[src/rtl/fetch_stage.sv]
// ============================================================================
// Module   : fetch_stage
// Brief    : MIPS IF stage. Owns the PC and the IF/ID register. Handles stall,
//            ID redirect, flush, halt and stop on out-of-range fetch.
//            Optional macro MISALIGN_TRAP_EN adds a misaligned-redirect trap
//            and a misalignOut port.
// Revision : 1.0 - initial release
// ============================================================================
`default_nettype none

module fetch_stage #(
    parameter logic [31:0] RESET_PC  = 32'h0000_0000,
    parameter int unsigned MEM_DEPTH = 1024
) (
    input  logic        Clk,
    input  logic        Reset,
    input  logic        stallIn,
    input  logic        flushIn,
    input  logic        redirectIn,
    input  logic [31:0] redirectTargetIn,
    input  logic        haltIn,
    input  logic [31:0] instructionIn,
    output logic [31:0] programCounterOut,
    output logic [31:0] ifIdInstructionOut,
    output logic [31:0] ifIdPCPlus4Out,
    output logic        ifIdValidOut,
    output logic        haltedOut,
    output logic [31:0] fetchCountOut
`ifdef MISALIGN_TRAP_EN
    ,
    output logic        misalignOut
`endif
);

    localparam logic [31:0] c_PC_LIMIT  = 32'(MEM_DEPTH * 4);
    localparam logic [31:0] c_COUNT_MAX = 32'hFFFF_FFFF;

    typedef enum logic [1:0] {
        S_START  = 2'd0,
        S_RUN    = 2'd1,
        S_HALTED = 2'd2
    } state_e;

    state_e      state_q, state_d;
    logic [31:0] pc_q, pc_d;
    logic [31:0] instr_q, instr_d;
    logic [31:0] pc4_q, pc4_d;
    logic        valid_q, valid_d;
    logic [31:0] count_q, count_d;
    logic [31:0] pc_plus4_w;
    logic [31:0] target_w;
    logic        target_bad_w;
`ifdef MISALIGN_TRAP_EN
    logic        misalign_q, misalign_d;
`endif

    assign pc_plus4_w = pc_q + 32'd4;

`ifdef MISALIGN_TRAP_EN
    assign target_w     = redirectTargetIn;
    assign target_bad_w = (redirectTargetIn[1:0] != 2'b00);
`else
    // Without the trap, the low bits are simply dropped to keep the PC word aligned.
    assign target_w     = redirectTargetIn & ~32'h0000_0003;
    assign target_bad_w = 1'b0;
`endif

    always_comb begin
        state_d = state_q;
        pc_d    = pc_q;
        instr_d = instr_q;
        pc4_d   = pc4_q;
        valid_d = valid_q;
        count_d = count_q;
`ifdef MISALIGN_TRAP_EN
        misalign_d = misalign_q;
`endif
        case (state_q)
            S_START: begin
                instr_d = 32'h0;
                pc4_d   = 32'h0;
                valid_d = 1'b0;
                state_d = S_RUN;
            end
            S_RUN: begin
                if (haltIn) begin
                    instr_d = 32'h0;
                    pc4_d   = 32'h0;
                    valid_d = 1'b0;
                    state_d = S_HALTED;
                end else if (redirectIn) begin
                    // Redirect wins over stall: the fetched word on the wrong path is dropped.
                    instr_d = 32'h0;
                    pc4_d   = 32'h0;
                    valid_d = 1'b0;
                    if (target_bad_w) begin
                        state_d = S_HALTED;
`ifdef MISALIGN_TRAP_EN
                        misalign_d = 1'b1;
`endif
                    end else begin
                        pc_d = target_w;
                    end
                end else if (pc_q >= c_PC_LIMIT) begin
                    instr_d = 32'h0;
                    pc4_d   = 32'h0;
                    valid_d = 1'b0;
                    state_d = S_HALTED;
                end else if (flushIn) begin
                    instr_d = 32'h0;
                    pc4_d   = 32'h0;
                    valid_d = 1'b0;
                    if (!stallIn) begin
                        pc_d = pc_plus4_w;
                    end
                end else if (!stallIn) begin
                    instr_d = instructionIn;
                    pc4_d   = pc_plus4_w;
                    valid_d = 1'b1;
                    pc_d    = pc_plus4_w;
                    if (count_q != c_COUNT_MAX) begin
                        count_d = count_q + 32'd1;
                    end
                end
            end
            S_HALTED: begin
                instr_d = 32'h0;
                pc4_d   = 32'h0;
                valid_d = 1'b0;
            end
            default: begin
                instr_d = 32'h0;
                pc4_d   = 32'h0;
                valid_d = 1'b0;
                state_d = S_START;
            end
        endcase
    end

    always_ff @(posedge Clk) begin
        if (Reset) begin
            state_q <= S_START;
            pc_q    <= RESET_PC;
            instr_q <= 32'h0;
            pc4_q   <= 32'h0;
            valid_q <= 1'b0;
            count_q <= 32'h0;
`ifdef MISALIGN_TRAP_EN
            misalign_q <= 1'b0;
`endif
        end else begin
            state_q <= state_d;
            pc_q    <= pc_d;
            instr_q <= instr_d;
            pc4_q   <= pc4_d;
            valid_q <= valid_d;
            count_q <= count_d;
`ifdef MISALIGN_TRAP_EN
            misalign_q <= misalign_d;
`endif
        end
    end

    assign programCounterOut  = pc_q;
    assign ifIdInstructionOut = instr_q;
    assign ifIdPCPlus4Out     = pc4_q;
    assign ifIdValidOut       = valid_q;
    assign haltedOut          = (state_q == S_HALTED);
    assign fetchCountOut      = count_q;
`ifdef MISALIGN_TRAP_EN
    assign misalignOut        = misalign_q;
`endif

endmodule

`default_nettype wire
[config.mk]
export PLATFORM = sky130hd
export DESIGN_NAME = fetch_stage
export DESIGN_NICKNAME = d
export VERILOG_FILES = /design/src/rtl/fetch_stage.sv
export SDC_FILE = /design/constraint.sdc
export NUM_CORES = 1
export LEC_CHECK = 0
export CORE_MARGIN = 5
export CORE_UTILIZATION = 50
export CTS_BUF_LIST = sky130_fd_sc_hd__clkbuf_8
export DETAILED_ROUTE_END_ITERATION = 8
export MAX_ROUTING_LAYER = met4
export PLACE_DENSITY = 0.91
export SLEW_MARGIN = 20
export SYNTH_ARGS = -nofsm -noshare
export SYNTH_HDL_FRONTEND = slang
export SYNTH_SLANG_ARGS = --single-unit
[constraint.sdc]
create_clock -name Clk -period 6.7 [get_ports Clk]
set_clock_uncertainty 0.05 [all_clocks]
set_input_delay 1.675 -clock Clk [delete_from_list [all_inputs] [get_ports Clk]]
set_output_delay 1.675 -clock Clk [all_outputs]
set_load 0.01 [all_outputs]
# --- Yosys cells after proc, flatten, opt, wreduce, memory -nomap -nowiden ---
# Index checks and enable logic that the tools add are counted.
totals:
  regBits: 131
  input_bits: 70
  out_inout_bits: 130
  wordCells: 35
op_classes:
  n_addsub: 2
  n_lt_le_gt_ge: 1
  eq_ne: 7
  n_mux: 7
  n_bitwise: 7
  reduce_logical: 5
op_table:
  columns: ["cell", "count"]
  rows:
  - ["32-bit 2-to-1 mux", 3]
  - ["32-bit by 1-bit adder with 32-bit output, second input constant", 1]
  - ["32-bit by 3-bit adder with 32-bit output, second input constant", 1]
  - ["32-bit by 13-bit >= comparator with 1-bit output, second input constant", 1]
  - ["32-bit inequality test, second input constant", 1]
  - ["1-bit inverter", 7]
  - ["7-bit AND reduction", 1]
  - ["2-bit 2-to-1 mux", 3]
  - ["3-bit inequality test, second input constant", 2]
  - ["2-bit one-hot mux with 3 select lines", 1]
  - ["6-bit OR reduction", 1]
  - ["4-bit AND reduction", 1]
  - ["3-bit AND reduction", 1]
  - ["2-bit by 1-bit == test with 1-bit output, second input constant", 1]
  - ["2-bit == test, second input constant", 1]
  - ["2-bit logical NOT", 1]
  - ["2-bit by 1-bit inequality test with 1-bit output, second input constant", 1]
  - ["2-bit inequality test, second input constant", 1]

# --- Longest topological paths before layout ---
depth:
  depth_word: 5
  depth_mapped: 8
  ltp_nobuf: 7

# --- Worst setup path after synthesis ---
# OpenSTA, ideal clock, no wires.
synth_path:
  path_kind: "in2reg"
  startpoint: "input port redirectIn"
  endpoint: "register count_q[12] (netlist: fetchCountOut[12])"
  setup_ns: 0.128
  t_arrival_ns: 3.192
  required_ns: 6.522
  path_slack_ns: 3.330
  path_stages: 8
  path_buffers: 2
  path_cell_list: "clkbuf_1 nor4b_1 nand4_1 a211oi_2 buf_6 nand4_1 xor2_1 nor2_1"
synth_via:
  elab_chain_len: 2
synth_rtl:
  columns: ["item", "line_no", "source"]
  rows:
  - ["start: declaration", "19", "input logic redirectIn,"]
  - ["1-bit inverter (no source line)", null, null]
  - ["7-bit AND reduction (no source line)", null, null]
  - ["end signal: assignment", "157", "count_q <= count_d;"]
  - ["end: declaration", "49", "logic [31:0] count_q, count_d;"]
# Every way passes these cells.
# A chain may end at the register's enable or synchronous reset.

# --- Worst setup path in the final report ---
layout_path:
  startpoint: "input port haltIn"
  endpoint: "register pc4_q[28] (netlist: ifIdPCPlus4Out[28])"
layout_via:
  elab_chain_len: 1
layout_rtl:
  columns: ["item", "line_no", "source"]
  rows:
  - ["start: declaration", "21", "input logic haltIn,"]
  - ["6-bit OR reduction (no source line)", null, null]
  - ["end signal: assignment", "155", "pc4_q <= pc4_d;"]
  - ["end: declaration", "47", "logic [31:0] pc4_q, pc4_d;"]
# Every way passes these cells.

==> impl_metrics.json <==
{
  "outcome": "completed",
  "cts_setup_buffers": 0,
  "ys_seq_area_share_pct": 43.2,
  "cts_resized": 0,
  "drt-pass1-iter-count": 5,
  "vias": 5707,
  "slew_violations": 0,
  "period_share_pct": 60.7,
  "hold_path.class": "flop to flop",
  "yosys_warnings": 0,
  "relSlewSlack_pct": 28.6,
  "cp-start-kind": "input pin",
  "nets": 937,
  "place.gp.congestion": 0.905,
  "p_leak_nw": 2.86,
  "clkLatencyLatePin_ns": 0.45,
  "cts_tree": "built",
  "antennaDiodeCount": 0,
  "ir_drop_mv": 0.183,
  "critPathKind": "input pin to flop",
  "max_stage_delay_ns": 0.76,
  "fmaxAchievable_ghz": 0.246,
  "die_w_um": 119,
  "drc": 0,
  "grt_pass1_vias": 5717,
  "drive_gt1_share_pct": 6.16,
  "power_switching_mw": 0.454,
  "synthFlopType": "dfxtp_1",
  "pwr-share-comb_pct": 12.1,
  "use_met3_pct": 7.64,
  "hold_viol": 0,
  "die_h_um": 119,
  "cts_hold_buffers": 0,
  "syn2layout_area_growth_pct": 39.7,
  "antenna_left": 0,
  "layout_setup_ws_ns": 2.64,
  "clock-sinks": 127,
  "die_area_mm2": 0.0140,
  "crit_path_end_kind": "flop",
  "avgSynthCellArea_um2": 8.51,
  "setup_viol": 0,
  "p_int_mw": 1.20,
  "required_ns": 7.04,
  "utilization_pct": 71.7,
  "maxCapViolCount": 0,
  "grt_util_met2_pct": 42.3,
  "io_pins": 200,
  "dp_cells": 988,
  "power_switching_share_pct": 27.4,
  "port_buffers": 193,
  "busiest_layer": "met2",
  "nFillCells": 858,
  "rsz0062_at_grt": "false",
  "worst_slew_pin_slew_ns": 1.07,
  "grt_max_degree": 63,
  "fin_setup_tns_ns": 0,
  "ys_types": 56,
  "antenna_found_initial": 0,
  "synthCells": 692,
  "wl_mm": 17.4,
  "cellPowerDensity_mw_per_mm2": 201,
  "fin_crit_ns": 4.06,
  "crit_arrival_ns": 4.40,
  "holdWs_ns": 0.409,
  "cp-startpoint": "haltIn",
  "pwr-share-clk_pct": 40.0,
  "clk_pin_slew_ns": 0.07,
  "coreArea_mm2": 0.0115,
  "clock_path_buffers": 2,
  "track_usage_pct": 25.2,
  "synth_edf_count": 0,
  "initial_core_util_pct": 51.3,
  "preCtsSetupSlack_ns": 2.19,
  "core.rowCount": 39,
  "synth_async_sr_flop_share_pct": 0,
  "grt-ovfl-total": 0,
  "synth_seq_cells": 127,
  "drt_iter0_drc": 578,
  "viasPerCell": 5.60,
  "post_drt_wl_per_cell_um": 17.1,
  "cts_root_buf": "clkbuf_8",
  "path_cells": "clkdlybuf4s50_1 -> nor4_1 -> and4_1 -> nand4_1 -> buf_4 -> a21oi_1 -> o21a_1",
  "instances_no_fill": 1020,
  "grt_pass1_wl_mm": 28.0,
  "cts_buffers": 17,
  "dp_hpwl_mm": 12.6,
  "r2r-start": "programCounterOut[24]",
  "crit_path_max_fanout": 21,
  "grtUsageMet1_pct": 27.8,
  "synth_area_mm2": 0.00589,
  "critPathSlowestCell": "nand4_1",
  "htree_levels": 4,
  "worstHoldStart": "ifIdValidOut",
  "seqPwrFrac_pct": 47.9
}
## power groups by stage
stage | clock network (mW) | registers (mW) | logic [mW]
floorplan | 0 | 0.806 | 0.111
global placement | 0 | 0.810 | 0.193
detailed placement | 0 | 0.810 | 0.197
CTS | 0.673 | 0.792 | 0.200
global route | 0.709 | 0.796 | 0.216
finish | 0.662 | 0.793 | 0.200
## Yosys cell counts (4+ instances only)
master	count	area share (%)
o21ai_0	16	1.4
dfxtp_1	127	43
xor2_1	29	4.3
nor2_1	122	7.8
buf_4	4	0.51
a21oi_1	32	2.7
a31oi_1	4	0.43
clkbuf_1	34	2.2
nand2_1	55	3.5
and4_1	6	0.89
buf_2	9	0.77
a22o_1	4	0.60
a211oi_1	7	0.89
mux2i_1	44	7.5
o31ai_1	8	1.0
nor3_1	8	0.68
nand4_1	22	2.3
and3_1	10	1.1
nand3_1	37	3.1
nor2b_1	5	0.53
a22oi_1	9	1.1
or3_1	7	0.74
nor4_1	13	1.4
nand2b_1	5	0.53
inv_1	7	0.45
xnor2_1	26	3.9
## layer usage
metal	wire length, µm	vias up
met4	409	0
li1	-	2765
met3	1500	31
met1	6890	2669
met2	8630	242
met5	0	-
## placed cells by master, fill, tap and decap left out, types with 6 or more instances in the layout
master	count
a22oi_1	9
clkbuf_8	17
clkdlybuf4s50_1	190
o31ai_1	8
nand4_1	22
xor2_1	29
clkinvlp_4	6
and3_1	10
dfxtp_1	127
nor4_1	12
nor2_1	122
nand3_1	37
mux2i_1	44
and4_1	6
xnor2_1	26
a21oi_1	32
a211oi_1	7
buf_4	7
inv_1	7
nand2_1	55
o21ai_0	16
nor3_1	8
or3_1	7
## registers in the layout, indices dropped and copies added (netlist names)
signal	count
ifIdInstructionOut	32
fetchCountOut	32
programCounterOut	30
ifIdValidOut	1
state_q	2
ifIdPCPlus4Out	30
## worst paths after layout
path	end	cells after the start	slack, ns
min reg2reg	ifIdValidOut	2	0.41
max reg2reg	ifIdPCPlus4Out[28]	6	3.64
min	ifIdValidOut	2	0.41
max	ifIdPCPlus4Out[28]	7	2.64
## logic make-up after synthesis
kind of cell | count (synthesis) | synth area share [%]
and+or+nand+nor | 311 | 26.0
DFF | 127 | 43.2
AOI/OAI and AO/OA | 93 | 10.1
buffers and inverters | 58 | 4.29
xor gates and xnor gates | 55 | 8.18
muxes | 44 | 7.48
adders and majority gates | 3 | 0.638
other | 1 | 0.0637
## critical path: cells and delay by family
| family | cells | cell delay (ns) |
|---|---|---|
| AOI/OAI and AO/OA | 2 | 0.28 |
| and+or+nand+nor | 3 | 1.46 |
| buffers and inverters | 2 | 0.98 |
## cell type report
type / count / area [µm²] / share of cell area, %
multi-input cells: 510 / 3110 / 37.8
flip-flops and latches: 127 / 2540 / 30.9
repair buffers: 200 / 1970 / 23.9
clock buffers: 17 / 234 / 2.84
well taps: 143 / 179 / 2.17
clock inverters: 15 / 163 / 1.98
inverters: 8 / 30.0 / 0.365
## stage by stage
stage	cell area [µm²]	total power, mW
floorplan	5900	0.917
global placement	7830	1.00
detailed placement	7830	1.01
CTS	8230	1.67
global route	8230	1.72
finish	8230	1.66
Note: power is estimated with default switching activity, not from simulation.
